**src/rtl/serial_adder.sv**
```systemverilog
// Bit-serial WIDTH-bit adder/subtractor, one bit per clock, LSB first.
// Subtraction is a + ~b + 1, with the +1 injected through the initial carry.
module serial_adder #(
    parameter int WIDTH = 16
) (
    input  logic             clk,
    input  logic             rst_n,
    input  logic             start,
    input  logic             sub,
    input  logic [WIDTH-1:0] a,
    input  logic [WIDTH-1:0] b,
    output logic             busy,
    output logic             done,
    output logic [WIDTH-1:0] sum,
    output logic             carry_out,
    output logic             overflow
);

    localparam int CNT_W = $clog2(WIDTH);

    typedef enum logic [1:0] {
        IDLE,
        RUN,
        DONE
    } state_e;

    state_e             state_q;
    logic [CNT_W-1:0]   cnt_q;
    logic               c_q;
    logic               busy_q;
    logic               done_q;
    logic [WIDTH-1:0]   sum_q;
    logic               cout_q;
    logic               ovf_q;

    logic [WIDTH-1:0]   a_sr_q;
    logic [WIDTH-1:0]   b_sr_q;
    logic [WIDTH-2:0]   res_q;

    logic               s_d;
    logic               c_d;
    logic [WIDTH-1:0]   res_d;
    logic               last_bit;

    always_comb begin
        s_d      = a_sr_q[0] ^ b_sr_q[0] ^ c_q;
        c_d      = (a_sr_q[0] & b_sr_q[0]) | (c_q & (a_sr_q[0] ^ b_sr_q[0]));
        res_d    = {s_d, res_q};
        last_bit = (cnt_q == CNT_W'(WIDTH - 1));
    end

    always_ff @(posedge clk or negedge rst_n) begin
        if (!rst_n) begin
            state_q <= IDLE;
            cnt_q   <= '0;
            c_q     <= 1'b0;
            busy_q  <= 1'b0;
            done_q  <= 1'b0;
            sum_q   <= '0;
            cout_q  <= 1'b0;
            ovf_q   <= 1'b0;
        end else begin
            done_q <= 1'b0;
            case (state_q)
                IDLE: begin
                    if (start) begin
                        state_q <= RUN;
                        busy_q  <= 1'b1;
                        cnt_q   <= '0;
                        c_q     <= sub;
                    end
                end
                RUN: begin
                    c_q   <= c_d;
                    cnt_q <= cnt_q + 1'b1;
                    if (last_bit) begin
                        state_q <= DONE;
                        busy_q  <= 1'b0;
                        done_q  <= 1'b1;
                        sum_q   <= res_d;
                        cout_q  <= c_d;
                        // Carry into the MSB is c_q at this edge; carry out is c_d.
                        ovf_q   <= c_q ^ c_d;
                    end
                end
                DONE: begin
                    state_q <= IDLE;
                end
                default: begin
                    state_q <= IDLE;
                end
            endcase
        end
    end

    // NOTE: the shift registers carry no reset; they are always reloaded on
    // start before being read, so a reset would only add fan-out on rst_n.
    always_ff @(posedge clk) begin
        if (state_q == IDLE && start) begin
            a_sr_q <= a;
            b_sr_q <= sub ? ~b : b;
        end else if (state_q == RUN) begin
            a_sr_q <= a_sr_q >> 1;
            b_sr_q <= b_sr_q >> 1;
            res_q  <= res_d[WIDTH-1:1];
        end
    end

    assign busy      = busy_q;
    assign done      = done_q;
    assign sum       = sum_q;
    assign carry_out = cout_q;
    assign overflow  = ovf_q;

endmodule

```
**config.mk**
```make
export PLATFORM = sky130hd
export DESIGN_NAME = serial_adder
export DESIGN_NICKNAME = d
export VERILOG_FILES = /design/src/rtl/serial_adder.sv
export SDC_FILE = /design/constraint.sdc
export NUM_CORES = 1
export LEC_CHECK = 0
export CORE_MARGIN = 2
export CORE_UTILIZATION = 52
export DETAILED_ROUTE_END_ITERATION = 8
export PLACE_DENSITY = 0.79
export RECOVER_POWER = 50
export SLEW_MARGIN = 25
export SYNTH_ARGS = -nofsm -noshare
export SYNTH_HDL_FRONTEND = slang
export SYNTH_SLANG_ARGS = --single-unit
```
**constraint.sdc**
```tcl
create_clock -name clk -period 2.2 [get_ports clk]
set_clock_uncertainty 0.15 [all_clocks]
set_input_delay 0.44 -clock clk [delete_from_list [all_inputs] [get_ports clk]]
set_output_delay 0.44 -clock clk [all_outputs]
set_load 0.05 [all_outputs]
```
==> results_dict.tcl <==
set metrics [dict create \
    status "finished clean" \
    antenna_found_initial 0 \
    coreArea_sq_um 5610 \
    die_w_um 80.9 \
    tns_ns 0 \
    min_path_type "reg2reg" \
    synthSimpleGateAreaFrac 0.0428 \
    clock_latency_ns 0.33 \
    avgSynthCellArea_sq_um 15.8 \
    fillers 439 \
    synth_xor_xnor_area_share 0.0485 \
    critical_path_buf_inv_count 1 \
    num_rows 27 \
    crit_arrival_ns 1.51 \
    r2r_end "a_sr_q[9]$_DFFE_PP_" \
    ff2ff_path_depth 3 \
    max-clock-path-buffers 2 \
    grt.total_usage 0.162 \
    cts_setup_buffers 0 \
    grt_pass1_vias 1634 \
    end_kind "output pin" \
    drt_iter0_drc 95 \
    synth_compound_area_frac 0.0452 \
    insertedDiodeCount 0 \
    initial_utilization 0.548 \
    synth_area_sq_um 3070 \
    fin_crit_ns 2.10 \
    grt_pass1_wl_mm 7.75 \
    postRouteAntennaNets 0 \
    port_buffers 55 \
    drive_gt1_frac 0.217 \
    start_kind "register" \
    ctsResizeCount 0 \
    ctsRootBufferMaster "clkbuf_8" \
    hold_ws_ns 0.299 \
    slew_headroom 0.559 \
    overflow 0 \
    setup_violations 0 \
    min_from "res_q[14]$_DFFE_PP_" \
    max_stage_delay_ns 0.81 \
    synth.ff_latch_count 74 \
    critical_path_class "reg2out" \
    cts_buffers 9 \
    ys.warnings.count 0 \
    synth_top_cell_area_share 0.459 \
    viasPerCell 5.15 \
    hold_depth 0 \
    grt_max_degree 31 \
    hold_buffers 0 \
    muxShareOfSynthArea 0.143 \
    die_y_um 80.9 \
    slew_viol_final 0 \
    ys_types 31 \
    rsz0062_at_grt "no" \
    cpLargestDelayFamily "buffers and inverters" \
    synthCells 194 \
    gp_congestion 0.761 \
    area_growth_pct 27.5 \
    synthesis.nets 232 \
    min_to "res_q[13]$_DFFE_PP_" \
    nets 296 \
    clkSlewWorstSetupHoldPaths_ns 0.08 \
    drt_wl_total_mm 4.89 \
    vdd_ir_drop_max_mv 0.863 \
    synth_fa_ha_area_frac 0.0106 \
    synthTopCellsByArea "edfxtp_1 (46%), dfrtp_1 (22%), mux2_4 (7.3%)" \
    io_pins 56 \
    firstDrtPassIters 4 \
    finalHoldViolCount 0 \
    path_cells "clkdlybuf4s50_1" \
    tightest_slew_ns 0.662 \
    cp_slowest_cell "clkdlybuf4s50_1" \
    htree_levels 3 \
    timing.final.crit_share 0.953 \
    vias 1725 \
    max_freq_mhz 477 \
    ys_seq_area_frac 0.679 \
    leakage_nw 1.61 \
    cts.sinks 74 \
    p_per_area_nw_per_um2 1510 \
    r2r-start "state_q[1]$_DFFE_PN0P_" \
    wire_per_inst_um 14.6 \
    synth_top_family_by_area "multiplexers" \
    drc 0 \
    maxCapViolations 0 \
    cts_tree "yes" \
    cp_max_fo 2 \
    r2r_setup_slack_ns 0.31 \
    required_ns 1.61 \
    dp_hpwl_mm 3.33 \
    fp.dieArea_sq_um 6540 \
    synth_top_area_cell "edfxtp_1" \
]
-- power breakdown --
part,internal (mW),total (mW),switching [mW],leakage [nW]
logic,0.940,2.17,1.23,0.660
registers,2.39,2.72,0.327,0.841
clock network,0.551,1.04,0.492,0.107
-- cells in the final DEF (no fill, tap or decap), types with 2 or more instances in the layout --
master / instances
mux2_4: 15
nand2_1: 17
xnor2_1: 16
inv_1: 4
dfrtp_1: 27
edfxtp_1: 47
mux2_2: 18
clkdlybuf4s50_1: 53
clkinv_4: 3
dlygate4sd3_1: 2
nor2_1: 3
buf_12: 2
clkbuf_8: 9
clkbuf_1: 3
clkbuf_2: 3
clkbuf_16: 2
buf_4: 2
o21ai_0: 19
-- routing by layer --
layer / share of wire / vias up / GRT usage
met1: 0.47 / 846 / 0.227
met2: 0.47 / 48 / 0.237
met4: 0.014 / 0 / 0.0712
li1: - / 825 / -
met5: 0 / - / 0
met3: 0.044 / 6 / 0.0467
-- cell usage after synthesis --
library cell	instances
a31oi_1	1
buf_4	1
nand2_1	17
mux2_2	18
nand4_1	1
buf_2	3
a22oi_1	1
and4_1	1
nor2_1	3
or3b_1	1
clkbuf_8	1
nor2b_1	1
clkbuf_1	3
o21bai_1	1
nor3b_1	1
a22o_1	1
inv_1	4
o21ai_0	19
buf_6	3
dfrtp_1	27
ha_1	1
fa_1	1
mux2i_1	1
xor2_1	1
and4_4	1
xnor2_1	16
and2b_1	1
edfxtp_1	47
mux2_4	15
a41oi_1	1
a21oi_1	1
-- how the worst max path moves through the flow --
stage	startpoint	slack (ns)	cells past startpoint	endpoint
2_1_floorplan	state_q[1]$_DFFE_PN0P_	0.40	2	a_sr_q[0]$_DFFE_PP_
3_5_place_dp	start	-0.15	4	a_sr_q[1]$_DFFE_PP_
5_1_grt	start	0.03	5	b_sr_q[15]$_SDFFCE_PN0P_
4_1_cts	sum[8]$_DFFE_PN0P_	0.07	1	sum[8]
3_3_place_gp	start	-0.09	4	a_sr_q[2]$_DFFE_PP_
6_report	sum[8]$_DFFE_PN0P_	0.10	1	sum[8]
-- flip-flops by register name (all words and copies together) (netlist names), 2 cells and up --
signal	flops
state_q	2
cnt_q	4
res_q	15
sum	16
b_sr_q	16
a_sr_q	16
-- cell type report --
| class | instances | area [sq um] | area share |
|---|---|---|---|
| sequential | 74 | 2090 | 0.533 |
| clock inverter | 4 | 31.3 | 0.00798 |
| tap | 72 | 90.1 | 0.0230 |
| clock buffer | 12 | 178 | 0.0453 |
| timing repair buffer | 64 | 628 | 0.160 |
| inverter | 4 | 15.0 | 0.00383 |
| multi-input combinational | 105 | 890 | 0.227 |
-- cell families after synthesis --
kind of cell	after synthesis
fa+ha+maj	2
flops	74
buf+inv	15
mux	34
simple gates	27
xor+xnor	17
compound gates	25
-- worst register-to-register path, cell delays in order (launching register included) --
cell and delay, ns:
dfrtp_1 0.47, or3b_2 0.53, buf_12 0.19, mux2_4 0.31
-- per-stage QoR --
step,setup slack (ns),instance area (sq um),cells,power (mW),util
after floorplan,0.400,3070,194,4.21,-
after global placement,-0.0926,3740,319,4.88,0.667
after global routing,0.0323,3920,335,6.25,0.699
after detailed placement,-0.149,3740,319,4.97,0.667
after CTS,0.0700,3950,335,6.03,0.704
final,0.104,3920,335,5.93,0.699
Note: power is estimated with default switching activity, not from simulation.
